$ cat config.mk
export PLATFORM = sky130hd
export DESIGN_NAME = sram_stack_ctrl
export DESIGN_NICKNAME = d
export VERILOG_FILES = /design/src/rtl/sram_stack_ctrl_pkg.sv /design/src/rtl/sram_stack_ctrl_sp.sv /design/src/rtl/sram_stack_ctrl.sv
export SDC_FILE = /design/constraint.sdc
export NUM_CORES = 1
export LEC_CHECK = 0
export BUFFER_PORTS_ARGS = -buffer_cell sky130_fd_sc_hd__buf_2
export CAP_MARGIN = 20
export CORE_MARGIN = 2
export CORE_UTILIZATION = 40
export CTS_CLUSTER_SIZE = 12
export DETAILED_ROUTE_END_ITERATION = 10
export PLACE_DENSITY = 0.63
export SLEW_MARGIN = 30
export SYNTH_ARGS = -nofsm -noshare
export SYNTH_HDL_FRONTEND = slang
export SYNTH_SLANG_ARGS = --single-unit
$ cat constraint.sdc
create_clock -name clk -period 9.3 [get_ports clk]
set_input_delay 0.93 -clock clk [delete_from_list [all_inputs] [get_ports clk]]
set_output_delay 0.93 -clock clk [all_outputs]
set_load 0.02 [all_outputs]
$ cat src/rtl/sram_stack_ctrl_pkg.sv
// sram_stack_ctrl_pkg: shared constants, command/state encodings and command helpers for the SRAM stack controller
package sram_stack_ctrl_pkg;
    localparam logic [15:0] RAM_START = 16'h0100;
    localparam logic [15:0] RAM_END   = 16'h08FF;
    localparam logic [15:0] SP_RST    = 16'h08FF;

    typedef enum logic [2:0] {
        CMD_NOP, CMD_LOAD, CMD_STORE, CMD_PUSH8, CMD_POP8, CMD_PUSH16, CMD_POP16
    } cmd_e;

    typedef enum logic [1:0] {IDLE, ACC1, ACC2} state_e;

    typedef enum logic [2:0] {SP_HOLD, SP_INC1, SP_DEC1, SP_INC2, SP_DEC2} sp_op_e;

    function automatic logic in_ram(input logic [15:0] a);
        return a >= RAM_START && a <= RAM_END;
    endfunction

    function automatic logic is_rd(input cmd_e c);
        return c inside {CMD_LOAD, CMD_POP8, CMD_POP16};
    endfunction

    function automatic logic is_16(input cmd_e c);
        return c inside {CMD_PUSH16, CMD_POP16};
    endfunction

    function automatic logic is_push(input cmd_e c);
        return c inside {CMD_PUSH8, CMD_PUSH16};
    endfunction

    function automatic logic is_stack(input cmd_e c);
        return c inside {CMD_PUSH8, CMD_POP8, CMD_PUSH16, CMD_POP16};
    endfunction
endpackage

$ cat src/rtl/sram_stack_ctrl_sp.sv
// sram_stack_ctrl_sp: 16-bit stack pointer with SPL/SPH byte writes and modulo +-1/+-2 adjustment
module sram_stack_ctrl_sp
    import sram_stack_ctrl_pkg::*;
(
    input  logic        clk,
    input  logic        rst_n,
    input  logic [1:0]  we,
    input  logic [7:0]  wdata,
    input  sp_op_e      op,
    output logic [15:0] sp
);
    logic [15:0] delta;

    // signed step expressed as a 16-bit modulo addend
    always_comb begin
        delta = op == SP_INC1 ? 16'h0001 :
                op == SP_DEC1 ? 16'hFFFF :
                op == SP_INC2 ? 16'h0002 :
                op == SP_DEC2 ? 16'hFFFE : 16'h0000;
    end

    // byte writes take priority; otherwise apply the step
    always_ff @(posedge clk or negedge rst_n) begin
        if (!rst_n)
            sp <= SP_RST;
        else if (|we)
            sp <= {we[1] ? wdata : sp[15:8], we[0] ? wdata : sp[7:0]};
        else
            sp <= sp + delta;
    end
endmodule

$ cat src/rtl/sram_stack_ctrl.sv
// sram_stack_ctrl: data-space initiator for the SRAM handling load/store, 8/16-bit push/pop and range checks
module sram_stack_ctrl
    import sram_stack_ctrl_pkg::*;
(
    input  logic        clk,
    input  logic        rst_n,
    input  logic        req,
    input  logic [2:0]  cmd,
    input  logic [15:0] addr,
    input  logic [15:0] wdata,
    input  logic [1:0]  sp_we,
    input  logic [7:0]  sp_wdata,
    output logic [15:0] rd_data,
    output logic        done,
    output logic        busy,
    output logic        err,
    output logic [15:0] sp,
    output logic        sram_we,
    output logic        sram_re,
    output logic [11:0] sram_addr,
    output logic [7:0]  sram_di,
    input  logic [7:0]  sram_dout
);
    state_e      state, state_n;
    cmd_e        cmd_q, cmd_n, c_in;
    sp_op_e      sp_op;
    logic [15:0] a_q, a_n, a_pick, rd_n;
    logic [7:0]  hi_q, hi_n, b, di_n;
    logic [11:0] addr_n;
    logic        bad_q, bad_n, any_q, any_n;
    logic        accept, launch, fin, rd_cmd, ok, we_n, re_n, done_n, err_n;

    sram_stack_ctrl_sp u_sp (
        .clk   (clk),
        .rst_n (rst_n),
        .we    (state == IDLE ? sp_we : 2'b00),
        .wdata (sp_wdata),
        .op    (sp_op),
        .sp    (sp)
    );

    assign busy = state != IDLE;

    // next state, byte address selection, strobe launch and completion
    always_comb begin
        c_in    = cmd_e'(cmd);
        accept  = req && state == IDLE && sp_we == 2'b00 && cmd != 3'd0 && cmd != 3'd7;
        launch  = (state == IDLE && accept) || (state == ACC1 && is_16(cmd_q));
        fin     = (state == ACC1 && !is_16(cmd_q)) || state == ACC2;
        rd_cmd  = state == IDLE ? is_rd(c_in) : is_rd(cmd_q);
        a_pick  = state == IDLE ? (is_stack(c_in) ? (is_push(c_in) ? sp : sp + 16'd1) : addr)
                                : (is_push(cmd_q) ? a_q - 16'd1 : a_q + 16'd1);
        ok      = in_ram(a_pick);
        b       = bad_q ? 8'h00 : sram_dout;
        state_n = state == IDLE ? (accept ? ACC1 : IDLE) : (state == ACC1 && is_16(cmd_q)) ? ACC2 : IDLE;
        cmd_n   = accept ? c_in : cmd_q;
        a_n     = launch ? a_pick : a_q;
        hi_n    = state == IDLE ? wdata[15:8] : state == ACC1 ? b : hi_q;
        bad_n   = launch ? !ok : bad_q;
        any_n   = state == IDLE ? !ok : any_q | (launch & !ok);
        we_n    = launch && ok && !rd_cmd;
        re_n    = launch && ok && rd_cmd;
        addr_n  = launch ? a_pick[11:0] : sram_addr;
        di_n    = launch ? (state == IDLE ? wdata[7:0] : hi_q) : sram_di;
        done_n  = fin;
        err_n   = (req && !accept) || (fin && any_q);
        rd_n    = fin && is_rd(cmd_q) ? (state == ACC2 ? {hi_q, b} : {8'h00, b}) : rd_data;
        sp_op   = state != IDLE && is_stack(cmd_q) ? (is_push(cmd_q) ? SP_DEC1 : SP_INC1) : SP_HOLD;
    end

    // state and registered outputs
    always_ff @(posedge clk or negedge rst_n) begin
        if (!rst_n) begin
            state     <= IDLE;
            cmd_q     <= CMD_NOP;
            a_q       <= '0;
            hi_q      <= '0;
            bad_q     <= 1'b0;
            any_q     <= 1'b0;
            rd_data   <= '0;
            done      <= 1'b0;
            err       <= 1'b0;
            sram_we   <= 1'b0;
            sram_re   <= 1'b0;
            sram_addr <= '0;
            sram_di   <= '0;
        end else begin
            state     <= state_n;
            cmd_q     <= cmd_n;
            a_q       <= a_n;
            hi_q      <= hi_n;
            bad_q     <= bad_n;
            any_q     <= any_n;
            rd_data   <= rd_n;
            done      <= done_n;
            err       <= err_n;
            sram_we   <= we_n;
            sram_re   <= re_n;
            sram_addr <= addr_n;
            sram_di   <= di_n;
        end
    end
endmodule

==> results.sh <==
export IMPL_r2r_slack_ns=5.09
export IMPL_firstDrtPassIters=4
export IMPL_endpoint_kind="register"
export IMPL_fin_crit_sh=0.4528
export IMPL_finalSetupTns_ns=0
export IMPL_via_per_inst=5.417
export IMPL_drv_slew=0
export IMPL_die_w_um=120.2
export IMPL_grt_max_degree=76
export IMPL_clock_sinks=75
export IMPL_row_count=42
export IMPL_fin_nets=807
export IMPL_p_sw_uw=704.8
export IMPL_fill_cells=1284
export IMPL_synth_area_leader_cell="dfrtp_1"
export IMPL_pwr_density_cell_mw_per_mm2=260.0
export IMPL_antenna_found_initial=0
export IMPL_multiInputGateArea_mm2=0.003253
export IMPL_yosysTopAreaCellShare=0.3061
export IMPL_grt_util_all_layers=0.2044
export IMPL_netlist_area_mm2=0.005396
export IMPL_mostFrequentLayoutCell="buf_2"
export IMPL_min_path_cells=2
export IMPL_cts_buffers=9
export IMPL_synth_edf_count=0
export IMPL_synth_cells=631
export IMPL_run_status="complete, no violations"
export IMPL_antenna_left=0
export IMPL_drv_cap=0
export IMPL_critical_path_class="reg2reg"
export IMPL_grt_ovfl_total=0
export IMPL_final_hold_violation_count=0
export IMPL_p_seq_frac=0.311
export IMPL_port_buffers=112
export IMPL_p_int_uw=936.0
export IMPL_die_area_mm2=0.01444
export IMPL_grt_pass1_wl_mm=23.88
export IMPL_drive_above_1_share=0.2390
export IMPL_die_h_um=120.2
export IMPL_clk_pin_slew_worst_paths_ns=0.07
export IMPL_synthTopCellsByArea="dfrtp_1 (31%), ha_1 (7.0%), nand2_1 (5.8%), nor2_1 (4.7%), dfstp_2 (4.4%)"
export IMPL_synth_seq_cells=75
export IMPL_ff2ff_path_depth=14
export IMPL_drc=0
export IMPL_hold_buffers=0
export IMPL_worstMarginPinSlew_ns=0.8623
export IMPL_swShare=0.4296
export IMPL_crit_slowest_cell="nor2_4"
export IMPL_peakVddDrop_v=0.0001067
export IMPL_yosys_warnings=0
export IMPL_cp_arrival_ns=4.45
export IMPL_postCtsSetupBuffers=0
export IMPL_yosysSeqAreaShare=0.3499
export IMPL_critPathMaxStageDelay_ns=0.75
export IMPL_post_route_min_period_ns=4.211
export IMPL_ys_flop_type="dfrtp_1"
export IMPL_cp_cell_sequence="nor2_4, inv_1, nand2_1, inv_1, ha_1, a211oi_1, o21ai_1, a31oi_1, o21ai_1, a21oi_1, o21ai_1, xnor2_1, or3_1, o221ai_1"
export IMPL_combPwrFrac=0.485
export IMPL_clkLatencyLatePin_ns=0.34
export IMPL_cts_max_path_buffers=2
export IMPL_layout_common_cells="buf_2 (111), nand2_1 (84), nor2_1 (67)"
export IMPL_fin_cells=900
export IMPL_clockPowerShare=0.204
export IMPL_core_mm2=0.01319
export IMPL_io_pins=113
export IMPL_total_leakage_power_nw=2.877
export IMPL_wl_mm=14.34
export IMPL_max_clock_freq_ghz=0.2375
export IMPL_place_inst=884
export IMPL_drt_iter0_drc=266
export IMPL_cts_root_buf="clkbuf_16"
export IMPL_wire_per_inst_um=15.93
export IMPL_syn_to_final_growth_pct=16.93
export IMPL_synth_async_reset_ratio=1.000
export IMPL_regArea_mm2=0.001888
export IMPL_start_kind="register"
export IMPL_rsz0062_at_grt="no"
export IMPL_start_util=0.4091
export IMPL_cts_resized=0
export IMPL_grt_pass1_vias=4905
export IMPL_clock_skew_ns=0.01053
export IMPL_cts_htree_levels=3
export IMPL_vias=4875
export IMPL_antenna_cells_inserted=0
export IMPL_synth_cell_types=67
export IMPL_setup_violations=0
export IMPL_syn_num_nets=719
export IMPL_relSlewSlack=0.4238
export IMPL_gp_congestion=0.9211
export IMPL_cp_required_ns=9.54
export IMPL_cts_tree="done"
export IMPL_worstPathMaxFanout=37
export IMPL_hp_class="reg2reg"
export IMPL_avgSynthCellArea_um2=8.552
export IMPL_hpwl_mm=11.07
export IMPL_cpMostUsedCell="o21ai_1"
-- final timing paths --
check	start	to
min in group asynchronous	rst_n	sram_addr[10]$_DFFE_PN0P_
worst min-delay path	rd_data[15]$_DFFE_PN0P_	rd_data[15]$_DFFE_PN0P_
worst max-delay path	state[0]$_DFF_PN0_	u_sp.sp[15]$_DFFE_PN0P_
worst max register to register	state[0]$_DFF_PN0_	u_sp.sp[15]$_DFFE_PN0P_
worst min register to register	rd_data[15]$_DFFE_PN0P_	rd_data[15]$_DFFE_PN0P_
max in group asynchronous	rst_n	done$_DFF_PN0_
-- per-layer routing --
layer	GRT usage	wire, um	vias to the layer above
met5	0	0	-
met4	0.05735	206	0
met3	0.03470	629	17
met2	0.3384	6833	129
met1	0.2752	6667	2315
li1	-	-	2414
-- stage by stage --
step	cell area [um2]	setup WS [ns]	power, mW	hold slack (ns)	utilization
global placement	6011	5.263	1.291	0.4589	0.4557
global route	6310	4.719	1.776	0.5142	0.4784
CTS	6299	5.123	1.648	0.4800	0.4775
floorplan	5396	5.738	1.128	0.4564	-
detailed placement	6011	5.145	1.311	0.4650	0.4557
finish	6310	5.089	1.641	0.4703	0.4784
-- critical path, delay by kind of cell (launching register included) --
kind                       cells  cell delay, ns
AOI/OAI and AO/OA              7            1.37
buffers and inverters          2            0.41
DFF                            1            0.58
xor gates and xnor gates       1            0.15
and+or+nand+nor                3            1.21
adders and majority gates      1            0.40
-- sequential cells by signal, summed over array words and instances (netlist names) --
name / count
state: 2
bad_q: 1
done: 1
rd_data: 16
cmd_q: 3
a_q: 5
err: 1
u_sp.sp: 16
sram_re: 1
hi_q: 8
sram_di: 8
any_q: 1
sram_we: 1
sram_addr: 11
-- power by group through the flow --
stage	clock [mW]	combinational, mW	sequential, mW
2_1_floorplan	0	0.583	0.544
3_3_place_gp	0	0.779	0.512
3_5_place_dp	0	0.793	0.518
4_1_cts	0.341	0.796	0.512
5_1_grt	0.357	0.893	0.526
6_report	0.335	0.795	0.510
-- layout make-up --
cell class | count | area share
multi-input combinational | 499 | 0.5156
sequential | 75 | 0.2992
timing repair buffer | 115 | 0.09340
clock buffer | 9 | 0.03569
tap | 176 | 0.03490
inverter | 19 | 0.01130
clock inverter | 7 | 0.009915
-- logic make-up after synthesis --
family	share of synthesized area
xor gates and xnor gates	0.07095
AOI/OAI and AO/OA	0.2052
DFF	0.3499
buffers and inverters	0.05008
and+or+nand+nor	0.1973
muxes	0.04962
adders and majority gates	0.07698
-- cells in the mapped netlist (2+ instances only) --
library cell	count
mux2i_1	11
a21oi_1	41
o211ai_1	8
a22oi_1	3
dfrtp_1	66
xnor2_1	24
o21bai_1	3
o221ai_1	3
a211o_1	2
clkbuf_1	19
o22ai_1	3
and2_1	2
nor3_1	10
o31ai_1	3
nand3_2	3
buf_2	3
o21ai_0	37
mux2_2	14
nor2b_1	11
fa_1	2
o21ai_1	6
a41oi_1	2
nor2_1	67
nand4_1	3
or4_1	2
a21o_1	11
inv_1	18
or2_2	3
xor2_1	16
nor4_1	2
buf_4	12
nand3b_1	2
nand3_1	8
nand2_1	84
or3_1	5
o21a_1	4
buf_1	3
a31oi_1	23
and3_1	2
nand2b_1	14
ha_1	30
a211oi_1	12
and4_1	2
dfstp_2	9
Power figures use the tool's default switching activity.
